$ cat src/rtl/hdmi_period_scheduler.sv
// hdmi_period_scheduler: raster timing and TMDS period sequencer for an HDMI transmitter.
// Ports:
//   clk_pixel_i        pixel clock, the only clock
//   reset_i            synchronous active-high reset
//   packet_pending_i   packet assembler has a packet ready
//   cx_o / cy_o        current column / line
//   video_active_o     current pixel is active video
//   mode_o             0 control, 1 video, 2 video guard, 3 island, 4 island guard
//   ctl_o              {CTL3,CTL2,CTL1,CTL0} preamble bits
//   hsync_o / vsync_o  sync levels
//   packet_start_o     pulse on first cycle of each packet body
//   packet_pos_o       cycle index within packet body, 0 outside island data
module hdmi_period_scheduler #(
    parameter int FRAME_WIDTH   = 800,
    parameter int FRAME_HEIGHT  = 525,
    parameter int SCREEN_WIDTH  = 640,
    parameter int SCREEN_HEIGHT = 480,
    parameter int HSYNC_START   = 656,
    parameter int HSYNC_LEN     = 96,
    parameter int VSYNC_START   = 490,
    parameter int VSYNC_LEN     = 2,
    parameter bit SYNC_POL      = 1'b0,
    parameter int ISLAND_START  = 644,
    parameter int MAX_PACKETS   = 2
) (
    input  logic                            clk_pixel_i,
    input  logic                            reset_i,
    input  logic                            packet_pending_i,
    output logic [$clog2(FRAME_WIDTH)-1:0]  cx_o,
    output logic [$clog2(FRAME_HEIGHT)-1:0] cy_o,
    output logic                            video_active_o,
    output logic [2:0]                      mode_o,
    output logic [3:0]                      ctl_o,
    output logic                            hsync_o,
    output logic                            vsync_o,
    output logic                            packet_start_o,
    output logic [4:0]                      packet_pos_o
);
    localparam int CW = $clog2(FRAME_WIDTH);
    localparam int RW = $clog2(FRAME_HEIGHT);

    if (ISLAND_START < SCREEN_WIDTH + 4 ||
        ISLAND_START + 24 + 32 * MAX_PACKETS > FRAME_WIDTH - 10 ||
        MAX_PACKETS < 1 || MAX_PACKETS > 18) begin : g_illegal
        $error("hdmi_period_scheduler: illegal island/frame parameters");
    end

    localparam logic [CW-1:0] FW_M1  = CW'(FRAME_WIDTH - 1);
    localparam logic [CW-1:0] FW_M2  = CW'(FRAME_WIDTH - 2);
    localparam logic [CW-1:0] FW_M3  = CW'(FRAME_WIDTH - 3);
    localparam logic [CW-1:0] FW_M10 = CW'(FRAME_WIDTH - 10);
    localparam logic [CW-1:0] SW_C   = CW'(SCREEN_WIDTH);
    localparam logic [CW-1:0] HS_B   = CW'(HSYNC_START);
    localparam logic [CW-1:0] HS_E   = CW'(HSYNC_START + HSYNC_LEN);
    localparam logic [CW-1:0] IS_M1  = CW'(ISLAND_START - 1);
    localparam logic [RW-1:0] FH_M1  = RW'(FRAME_HEIGHT - 1);
    localparam logic [RW-1:0] SH_C   = RW'(SCREEN_HEIGHT);
    localparam logic [RW-1:0] SH_M1  = RW'(SCREEN_HEIGHT - 1);
    localparam logic [RW-1:0] VS_B   = RW'(VSYNC_START);
    localparam logic [RW-1:0] VS_E   = RW'(VSYNC_START + VSYNC_LEN);
    localparam logic [4:0]    MAXP_C = 5'(MAX_PACKETS);

    typedef enum logic [2:0] {S_IDLE, S_PRE, S_LGUARD, S_PACKET, S_TGUARD} state_t;

    state_t        state_q, state_d;
    logic [4:0]    pos_q, pos_d;
    logic [4:0]    npk_q, npk_d;
    logic [CW-1:0] cx_q, cx_d;
    logic [RW-1:0] cy_q, cy_d;
    logic          va_q, va_d;
    logic [2:0]    mode_q, mode_d;
    logic [3:0]    ctl_q, ctl_d;
    logic          hs_q, hs_d;
    logic          vs_q, vs_d;
    logic          ps_q, ps_d;
    logic [4:0]    pp_q, pp_d;
    logic          next_act, vid_pre, vid_grd;

    // Island sequencer runs on the current pixel; its next state describes the next pixel.
    always_comb begin
        state_d = state_q;
        pos_d   = pos_q + 5'd1;
        npk_d   = npk_q;
        case (state_q)
            S_IDLE: begin
                pos_d = '0;
                npk_d = '0;
                if (cx_q == IS_M1 && packet_pending_i) state_d = S_PRE;
            end
            S_PRE: begin
                if (pos_q == 5'd7) begin
                    state_d = S_LGUARD;
                    pos_d   = '0;
                end
            end
            S_LGUARD: begin
                if (pos_q == 5'd1) begin
                    state_d = S_PACKET;
                    pos_d   = '0;
                    npk_d   = npk_q + 5'd1;
                end
            end
            S_PACKET: begin
                if (pos_q == 5'd31) begin
                    pos_d = '0;
                    if (packet_pending_i && npk_q < MAXP_C) npk_d = npk_q + 5'd1;
                    else state_d = S_TGUARD;
                end
            end
            S_TGUARD: begin
                if (pos_q == 5'd1) begin
                    state_d = S_IDLE;
                    pos_d   = '0;
                end
            end
            default: state_d = S_IDLE;
        endcase
    end

    // Outputs are computed for the next pixel so every registered output lines up with cx/cy.
    always_comb begin
        cx_d     = (cx_q == FW_M1) ? '0 : cx_q + 1'b1;
        cy_d     = (cx_q != FW_M1) ? cy_q : (cy_q == FH_M1) ? '0 : cy_q + 1'b1;
        next_act = (cy_d < SH_M1) || (cy_d == FH_M1);
        vid_pre  = next_act && cx_d >= FW_M10 && cx_d <= FW_M3;
        vid_grd  = next_act && cx_d >= FW_M2;
        va_d     = (cx_d < SW_C) && (cy_d < SH_C);
        mode_d   = va_d ? 3'd1 :
                   vid_grd ? 3'd2 :
                   (state_d == S_PACKET) ? 3'd3 :
                   (state_d == S_LGUARD || state_d == S_TGUARD) ? 3'd4 : 3'd0;
        ctl_d    = vid_pre ? 4'b0001 : (state_d == S_PRE) ? 4'b0101 : 4'b0000;
        hs_d     = (cx_d >= HS_B && cx_d < HS_E) ? SYNC_POL : ~SYNC_POL;
        vs_d     = (cy_d >= VS_B && cy_d < VS_E) ? SYNC_POL : ~SYNC_POL;
        ps_d     = (state_d == S_PACKET) && (pos_d == 5'd0);
        pp_d     = (state_d == S_PACKET) ? pos_d : 5'd0;
    end

    always_ff @(posedge clk_pixel_i) begin
        if (reset_i) begin
            state_q <= S_IDLE;
            pos_q   <= '0;
            npk_q   <= '0;
            cx_q    <= '0;
            cy_q    <= FH_M1;
            va_q    <= 1'b0;
            mode_q  <= 3'd0;
            ctl_q   <= 4'd0;
            hs_q    <= ~SYNC_POL;
            vs_q    <= ~SYNC_POL;
            ps_q    <= 1'b0;
            pp_q    <= '0;
        end else begin
            state_q <= state_d;
            pos_q   <= pos_d;
            npk_q   <= npk_d;
            cx_q    <= cx_d;
            cy_q    <= cy_d;
            va_q    <= va_d;
            mode_q  <= mode_d;
            ctl_q   <= ctl_d;
            hs_q    <= hs_d;
            vs_q    <= vs_d;
            ps_q    <= ps_d;
            pp_q    <= pp_d;
        end
    end

    assign cx_o           = cx_q;
    assign cy_o           = cy_q;
    assign video_active_o = va_q;
    assign mode_o         = mode_q;
    assign ctl_o          = ctl_q;
    assign hsync_o        = hs_q;
    assign vsync_o        = vs_q;
    assign packet_start_o = ps_q;
    assign packet_pos_o   = pp_q;
endmodule
$ cat config.mk
export PLATFORM = sky130hd
export DESIGN_NAME = hdmi_period_scheduler
export DESIGN_NICKNAME = d
export VERILOG_FILES = /design/src/rtl/hdmi_period_scheduler.sv
export SDC_FILE = /design/constraint.sdc
export NUM_CORES = 1
export LEC_CHECK = 0
export BUFFER_PORTS_ARGS = -buffer_cell sky130_fd_sc_hd__clkbuf_2
export CAP_MARGIN = 5
export CORE_MARGIN = 5
export CORE_UTILIZATION = 57
export DETAILED_ROUTE_END_ITERATION = 16
export PLACE_DENSITY = 0.85
export RECOVER_POWER = 50
export REMOVE_ABC_BUFFERS = 1
export SKIP_LAST_GASP = 1
export SLEW_MARGIN = 20
export SYNTH_ARGS = -nofsm -noshare
export SYNTH_HDL_FRONTEND = slang
export SYNTH_SLANG_ARGS = --single-unit
$ cat constraint.sdc
create_clock -name clk_pixel_i -period 3.1 [get_ports clk_pixel_i]
set_clock_uncertainty 0.2 [all_clocks]
set_input_delay 0.31 -clock clk_pixel_i [delete_from_list [all_inputs] [get_ports clk_pixel_i]]
set_output_delay 0.31 -clock clk_pixel_i [all_outputs]
set_load 0.01 [all_outputs]
==> results.cfg, run 1 <==
[clock_tree]
clkTransAtPathRegs_ns = 0.09
clockBufferDepth = 2
cts_tree = built
clock_sinks = 47
clkLatencyLatePin_ns = 0.31
h-tree-depth = 2
hold_buffers = 0
cts_made_buffers = 5
root_buffer = clkbuf_8
post_cts_resized = 0
cts_setup_buffers = 0

[worst_setup_path]
worstPathRequired_ns = 3.15
critPathArrivalTime_ns = 2.94
worst_setup_path_start_kind = flop
critPathMaxFanout = 6
worstSetupPathType = reg2reg
timing.critical_path.to_type = flop

[power_and_ir_drop]
finalPower_uw = 1100
leakage_uw = 0.00108
irDropWorstVdd_uv = 201
power_density_nw_per_um2 = 378

[die]
io_pins = 39
start_util_pct = 59.8
dieArea_sq_um = 6090
core_area_sq_um = 4410
die_w_um = 78.1
dieHeight_um = 78.1
rows = 24

[sta]
min_period_over_period_pct = 93.1
setup_viol = 0
fin_tns_setup_ns = 0
slew_violations = 0
finalHoldViolCount = 0
rsz0062_at_grt = false
min_period_ns = 2.89
relSlewSlack_pct = 48.9
timing.fmax_ghz = 0.346
fin_ws_ns = 0.214
tightest_slew_ns = 0.758

[synth]
synth-seq-cells = 47
syn_area_sq_um = 2640
synth.distinct_cells = 61
yosysWarnings = 0
synthFlopType = dfxtp_1
avgSynthCellArea_sq_um = 8.13
synthCells = 325
ys_async_sr_fraction_pct = 0
synth_top_area_share_pct = 35.6
synthTopCellsByArea = dfxtp_1 36%, nor2_1 7.2%, ha_1 4.3%, xnor2_1 3.6%, nand2_1 2.6%
synth_edf_count = 0
yosysSeqAreaShare_pct = 35.6
yosys.area.top_type = dfxtp_1

[place]
place.gp.congestion = 0.972
placed_area_sq_um = 2850
dp_slack_ns = 0.279
place_inst = 402
numPortBuffers = 36
hpwlAfterDp_mm = 4.86

[route]
drt_iter0_markers = 155
drtAntennaViolNets = 0
wl_per_cell_um = 15.8
viasPerCell = 6.12
wirelength_mm = 6.50
drt_pre_antenna_iters = 5
drc = 0
via_count = 2509

[global_route]
antenna_found_initial = 0
grt_pass1_vias = 2385
grt_pass1_wl_mm = 11.1
grt_usage_pct = 21.9
grt_max_degree = 29
grt_overflow = 0

[finish]
nNetsFinal = 369
fin_cells = 410
diodes = 0
synthToLayoutAreaGrowth_pct = 10.1
drive_gt1_share_pct = 9.22
postLayoutCellArea_sq_um = 2910
fillers = 411

[min_path]
hp-class = reg2reg

[flow_run]
drv.max_cap_violation_count = 0

[status]
status = finished, final reports clean
report_power, final:
| group | switching [uW] | internal (uW) | total, uW |
|---|---|---|---|
| logic | 23.6 | 11.0 | 34.5 |
| clock network | 213 | 240 | 453 |
| registers | 5.15 | 606 | 612 |
worst max-delay path, stage by stage (launching register included):
cell,delay (ns)
dfxtp_1,0.38
inv_1,0.08
ha_1,0.13
nor4bb_1,0.60
and4_1,0.34
o21ai_0,0.10
a22o_1,0.32
and4bb_2,0.26
o21ai_2,0.25
o21ba_2,0.18
sequential cells by signal, indices dropped and copies added (netlist names), 2 cells and up:
name and count:
cx_o 10, cy_o 10, npk_q 5, packet_pos_o 5, pos_q 5, mode_o 3
state_q 3, ctl_o 2
logic make-up (layout without fill, tap and decap cells):
kind of cell | count (synthesis) | count (layout) | share of synthesized area (%)
adder cells (fa/ha/maj) | 10 | 10 | 4.64
other | 1 | 2 | 0.142
flip-flops | 47 | 47 | 35.6
AND/OR/NAND/NOR | 150 | 150 | 30.0
multiplexers | 3 | 3 | 1.14
XOR/XNOR | 17 | 17 | 5.64
buffers and inverters | 35 | 67 | 6.35
AO/OA/AOI/OAI | 62 | 62 | 16.4
path summary, 6_finish.rpt:
path                          from                    end  slack [ns]  cells past startpoint
min          npk_q[4]$_SDFFE_PP0P_  npk_q[4]$_SDFFE_PP0P_        0.33                      2
max reg2reg     cy_o[1]$_SDFF_PP0_    ctl_o[2]$_SDFF_PP0_        0.21                      9
min reg2reg  npk_q[4]$_SDFFE_PP0P_  npk_q[4]$_SDFFE_PP0P_        0.33                      2
max             cy_o[1]$_SDFF_PP0_    ctl_o[2]$_SDFF_PP0_        0.21                      9
cell type report:
| class | instances | area (sq um) | share of cell area [%] |
|---|---|---|---|
| repair buffers | 47 | 209 | 7.18 |
| well taps | 52 | 65.1 | 2.24 |
| inverters | 12 | 45.0 | 1.55 |
| clock inverters | 3 | 43.8 | 1.51 |
| multi-input cells | 244 | 1540 | 52.8 |
| flip-flops and latches | 47 | 941 | 32.3 |
| clock buffers | 5 | 68.8 | 2.37 |
Yosys cell counts (all sizes together), types with 2 or more instances:
cell,n
nand4b,2
nor2b,5
and3,4
nor4,7
nor3,14
o21ai,13
a21o,2
and2,2
o221ai,2
nand4,9
o22ai,3
a21oi,12
or3,4
a31oi,3
or2,3
o211ai,4
nand3,12
o31a,4
buf,10
nor4b,2
o21a,5
mux2i,3
dfxtp,47
nand2,18
nor2,51
xor2,6
and4,2
inv,12
xnor2,11
o31ai,2
or4,2
clkbuf,13
a211oi,2
nand3b,3
ha,9
nand2b,4
routing by layer:
layer  global-route usage [%]  vias to the layer above  wire, um
li1                         -                     1222         -
met1                     28.3                     1176      2870
met2                     37.5                       97      3140
met3                     3.78                       14       379
met4                     6.08                        0       110
met5                        0                        -         0
per-stage QoR:
stage                     hold slack [ns]  util, %
after global placement              0.299     64.6
final                               0.328     65.9
after floorplan                     0.182        -
after global routing                0.386     65.9
after detailed placement            0.314     64.6
after CTS                           0.334     67.1
placed cells by master, fill, tap and decap left out, types with 5 or more instances in the layout:
master,synthesis,routed
a21oi_1,12,12
buf_4,2,7
clkbuf_1,13,35
clkbuf_2,0,5
clkbuf_8,0,5
dfxtp_1,47,47
ha_1,9,9
inv_1,12,12
nand2_1,18,18
nand3_1,12,12
nand4_1,9,9
nor2_1,51,51
nor2b_1,5,5
nor3_1,13,13
nor4_1,6,6
o21a_1,5,5
o21ai_0,11,11
xnor2_1,11,11
xor2_1,6,6
(Power assumes the default switching activity.)
==> run 2: changes to the inputs <==
--- a/config.mk
+++ b/config.mk
@@ -10,6 +10,7 @@
 export CORE_MARGIN = 5
 export CORE_UTILIZATION = 57
 export DETAILED_ROUTE_END_ITERATION = 16
+export MAX_ROUTING_LAYER = met4
 export PLACE_DENSITY = 0.85
 export RECOVER_POWER = 50
 export REMOVE_ABC_BUFFERS = 1
==> results.cfg, run 2 (synthesized netlist as in run 1, its figures left out) <==
[worst_setup_path]
worstSetupPathType = reg2reg
timing.critical_path.to_type = flop
rr_worst_depth = 9
r2r-start = cy_o[1]$_SDFF_PP0_
slowest_delay_ns = 0.41
crit_buf_inv = 1
critPathMaxFanout = 10
critPathArrivalTime_ns = 2.90
path_cells = clkbuf_1, ha_1, nand3_1, nor4_1, mux2i_1, nand2_1, and4bb_2, o21ai_2, o21ba_2
reg2reg_slack_ns = 0.20
cp_top_family = simple AND/OR/NAND/NOR gates
worstPathRequired_ns = 3.09
cp_slowest_cell = ha_1
worst_setup_path_start_kind = flop
r2r-end = ctl_o[2]$_SDFF_PP0_

[min_path]
holdPathStages = 5
hp-class = in2reg
hold_path_startpoint = packet_pending_i
hold_end = state_q[2]$_SDFF_PP0_

[clock_tree]
post_cts_resized = 0
cts_made_buffers = 5
cts_tree = built
clkTransAtPathRegs_ns = 0.10
root_buffer = clkbuf_8
cts_setup_buffers = 0
clockBufferDepth = 2
hold_buffers = 0
h-tree-depth = 2
clkLatencyLatePin_ns = 0.30
clock_sinks = 47

[sta]
relSlewSlack_pct = 54.0
tightest_slew_ns = 0.680
slew_violations = 0
min_period_over_period_pct = 93.6
whs_ns = 0.351
finalHoldViolCount = 0
min_period_ns = 2.90
fin_tns_setup_ns = 0
setup_viol = 0
timing.fmax_ghz = 0.345
rsz0062_at_grt = false

[global_route]
grt_max_degree = 29
grt_overflow = 0
antenna_found_initial = 0
grt_pass1_wl_mm = 10.9
grt_pass1_vias = 2315
grt_usage_pct = 22.3

[die]
io_pins = 39
core_area_sq_um = 4410
dieArea_sq_um = 6090
dieHeight_um = 78.1
die_w_um = 78.1
start_util_pct = 59.8
rows = 24

[route]
via_count = 2476
drtAntennaViolNets = 0
topRoutingLayerUsed = met4
dr_wl_met3_um = 424
routed-wl-met2_mm = 3.04
wirelength_mm = 6.50
drt_pre_antenna_iters = 5
drc = 0
viasPerCell = 6.02
drt_iter0_markers = 152
wl_met1_mm = 2.89
wl_per_cell_um = 15.8

[finish]
multi_input_area_sq_um = 1540
final_cell_mix = 51 x nor2_1, 47 x dfxtp_1, 35 x clkbuf_1
synthToLayoutAreaGrowth_pct = 10.3
drive_gt1_share_pct = 9.47
post-route-util_pct = 66.0
nNetsFinal = 370
final_common_cell = nor2_1
postLayoutCellArea_sq_um = 2910
fillers = 419
regArea_sq_um = 941
diodes = 0

[status]
status = finished, final reports clean

[power_and_ir_drop]
leakage_uw = 0.00108
irDropWorstVdd_uv = 193
power_density_nw_per_um2 = 377

[place]
placed_area_sq_um = 2860
hpwlAfterDp_mm = 4.85
place.gp.congestion = 0.969
numPortBuffers = 36

[flow_run]
drv.max_cap_violation_count = 0
## run 2: changes by cell type in the layout (fill, tap and decap cells not counted), sizes merged
cell,change
clkbuf,+1
## run 2: layout make-up
class | count | area share (%)
clock inverter | 3 | 1.50
inverter | 12 | 1.55
multi-input combinational | 244 | 52.7
clock buffer | 5 | 2.36
timing repair buffer | 48 | 7.34
tap | 52 | 2.23
sequential | 47 | 32.3
## run 2: worst min-delay path, stage by stage
cell	delay, ns
clkbuf_2	0.09
and2_1	0.17
inv_1	0.06
a21oi_1	0.09
nor2_1	0.09
## run 2: per-layer routing
layer	GRT usage (%)	vias up
li1	-	1216
met1	29.1	1143
met2	34.9	96
met3	3.66	21
met4	7.77	0
met5	-	-
## run 2: how the worst max path moves through the flow
stage | startpoint | endpoint | slack (ns) | cells after the start
5_1_grt | cy_o[1]$_SDFF_PP0_ | ctl_o[0]$_SDFF_PP0_ | 0.05 | 9
4_1_cts | cx_o[0]$_SDFF_PP0_ | ctl_o[2]$_SDFF_PP0_ | 0.22 | 8
6_report | cy_o[1]$_SDFF_PP0_ | ctl_o[2]$_SDFF_PP0_ | 0.20 | 9
3_3_place_gp | cx_o[0]$_SDFF_PP0_ | ctl_o[2]$_SDFF_PP0_ | 0.34 | 9
2_1_floorplan | cx_o[0]$_SDFF_PP0_ | ctl_o[2]$_SDFF_PP0_ | 0.10 | 8
3_5_place_dp | cx_o[0]$_SDFF_PP0_ | ctl_o[2]$_SDFF_PP0_ | 0.29 | 9
## run 2: per-stage QoR
stage | setup slack (ns) | power, uW | std cells
final | 0.197 | 1100 | 411
after global routing | 0.0511 | 1140 | 411
after CTS | 0.224 | 1100 | 411
after detailed placement | 0.286 | 661 | 403
after floorplan | 0.104 | 644 | 303
after global placement | 0.338 | 660 | 403
## run 2: report_power, final
part | total (uW) | internal (uW) | switching, uW | leakage [uW]
clock network | 453 | 240 | 213 | 0.0000581
registers | 612 | 606 | 5.29 | 0.000379
logic | 34.2 | 11.0 | 23.2 | 0.000643
total | 1100 | 858 | 242 | 0.00108
==> run 3: changes to the inputs <==
--- a/config.mk
+++ b/config.mk
@@ -8,10 +8,10 @@
 export BUFFER_PORTS_ARGS = -buffer_cell sky130_fd_sc_hd__clkbuf_2
 export CAP_MARGIN = 5
 export CORE_MARGIN = 5
-export CORE_UTILIZATION = 57
+export CORE_UTILIZATION = 61
 export DETAILED_ROUTE_END_ITERATION = 16
 export MAX_ROUTING_LAYER = met4
-export PLACE_DENSITY = 0.85
+export PLACE_DENSITY = 0.89
 export RECOVER_POWER = 50
 export REMOVE_ABC_BUFFERS = 1
 export SKIP_LAST_GASP = 1
==> constraint.sdc (replaced) <==
create_clock -name clk_pixel_i -period 3.38 [get_ports clk_pixel_i]
set_clock_uncertainty 0.2 [all_clocks]
set_input_delay 0.338 -clock clk_pixel_i [delete_from_list [all_inputs] [get_ports clk_pixel_i]]
set_output_delay 0.338 -clock clk_pixel_i [all_outputs]
set_load 0.01 [all_outputs]
==> results.cfg, run 3 (synthesized netlist as in run 1, its figures left out) <==
[die]
die_w_um = 75.8
core_area_sq_um = 4260
dieArea_sq_um = 5750
io_pins = 39
dieHeight_um = 75.8
start_util_pct = 61.9
rows = 24

[sta]
rsz0062_at_grt = false
min_period_over_period_pct = 88.4
fin_tns_setup_ns = 0
relSlewSlack_pct = 46.8
min_period_ns = 2.99
setup_viol = 0
tightest_slew_ns = 0.788
finalHoldViolCount = 0
slew_violations = 0
timing.fmax_ghz = 0.335

[global_route]
grt_pass1_wl_mm = 10.1
antenna_found_initial = 0
grt_pass1_vias = 2283
grt_usage_pct = 23.4
grt_overflow = 0
grt_max_degree = 29

[route]
drt_iter0_markers = 139
wirelength_mm = 6.26
drt_pre_antenna_iters = 4
drc = 0
via_count = 2507
drtAntennaViolNets = 0
wl_per_cell_um = 15.5
viasPerCell = 6.19

[clock_tree]
cts_made_buffers = 5
clock_sinks = 47
cts_setup_buffers = 0
h-tree-depth = 2
hold_buffers = 0
clkLatencyLatePin_ns = 0.30
clkTransAtPathRegs_ns = 0.09
post_cts_resized = 0
root_buffer = clkbuf_8
cts_tree = built
clockBufferDepth = 2

[worst_setup_path]
reg2reg_slack_ns = 0.39
rr_worst_depth = 9
r2r-end = ctl_o[2]$_SDFF_PP0_
worstPathRequired_ns = 3.38
worstSetupPathType = reg2reg
slowest_delay_ns = 0.51
path_cells = ha_1, nand4_1, buf_4, or3_1, nor3_1, a22o_1, and4bb_2, o21ai_2, o21ba_2
critPathArrivalTime_ns = 2.98
timing.critical_path.to_type = flop
critPathMaxFanout = 10
cp_slowest_cell = or3_1
r2r-start = cx_o[0]$_SDFF_PP0_
worst_setup_path_start_kind = flop

[flow_run]
drv.max_cap_violation_count = 0

[finish]
post-route-util_pct = 67.6
drive_gt1_share_pct = 8.22
fillers = 372
postLayoutCellArea_sq_um = 2880
final_cell_mix = 51 x nor2_1, 47 x dfxtp_1, 34 x clkbuf_1
diodes = 0
multi_input_area_sq_um = 1540
nNetsFinal = 364
final_common_cell = nor2_1
regArea_sq_um = 941
synthToLayoutAreaGrowth_pct = 9.14

[place]
place.gp.congestion = 0.975
hpwlAfterDp_mm = 4.69
numPortBuffers = 36
placed_area_sq_um = 2810

[min_path]
hold_path_startpoint = npk_q[4]$_SDFFE_PP0P_
hp-class = reg2reg
hold_end = npk_q[4]$_SDFFE_PP0P_
holdPathStages = 2

[power_and_ir_drop]
irDropWorstVdd_uv = 178
leakage_uw = 0.00105
power_density_nw_per_um2 = 347

[status]
status = finished, final reports clean
## run 3: cell count changes in the layout (fill, tap and decap cells not counted)
cell | before | now
buf_4 | 7 | 6
clkbuf_1 | 35 | 34
clkbuf_2 | 6 | 2
## run 3: worst max-delay path by stage
| stage | startpoint | end | slack [ns] | cells after the start |
|---|---|---|---|---|
| finish | cx_o[0]$_SDFF_PP0_ | ctl_o[2]$_SDFF_PP0_ | 0.39 | 9 |
| global route | cx_o[0]$_SDFF_PP0_ | mode_o[2]$_SDFF_PP0_ | 0.23 | 9 |
| CTS | cx_o[0]$_SDFF_PP0_ | ctl_o[2]$_SDFF_PP0_ | 0.41 | 9 |
| detailed placement | cx_o[0]$_SDFF_PP0_ | ctl_o[2]$_SDFF_PP0_ | 0.43 | 9 |
| global placement | cx_o[0]$_SDFF_PP0_ | mode_o[2]$_SDFF_PP0_ | 0.51 | 9 |
| floorplan | cx_o[0]$_SDFF_PP0_ | ctl_o[2]$_SDFF_PP0_ | 0.38 | 8 |
## run 3: area by class of cell
cell class,instances,share of cell area (%)
multi-input cells,244,53.3
flip-flops and latches,47,32.6
repair buffers,42,6.34
clock buffers,5,2.39
well taps,52,2.26
inverters,12,1.56
clock inverters,3,1.52
## run 3: worst max-delay path, delay by kind of cell, from the launching register on
kind	cells	cell delay, ns
and+or+nand+nor	4	1.13
AOI/OAI and AO/OA	3	0.60
DFF	1	0.44
adders and majority gates	1	0.32
buffers and inverters	1	0.19
## run 3: stage by stage
| stage | hold slack, ns | cells | setup slack (ns) | total power [uW] |
|---|---|---|---|---|
| 3_5_place_dp | 0.320 | 397 | 0.428 | 606 |
| 6_report | 0.351 | 405 | 0.392 | 1000 |
| 2_1_floorplan | 0.210 | 303 | 0.384 | 591 |
| 5_1_grt | 0.380 | 405 | 0.225 | 1040 |
| 3_3_place_gp | 0.298 | 397 | 0.508 | 605 |
| 4_1_cts | 0.342 | 405 | 0.406 | 1010 |
## run 3: power breakdown
part	total, uW	switching (uW)	leakage (uW)	internal, uW
logic	31.6	21.4	0.000618	10.2
clock network	408	188	0.0000581	220
registers	561	4.75	0.000379	556
total	1000	214	0.00105	787
## run 3: per-layer routing
metal / global-route usage (%) / vias to the layer above / routed length, um
met3: 3.17 / 14 / 446
li1: - / 1222 / -
met2: 38.3 / 119 / 3040
met5: - / - / 0
met1: 28.5 / 1152 / 2680
met4: 10.1 / 0 / 95
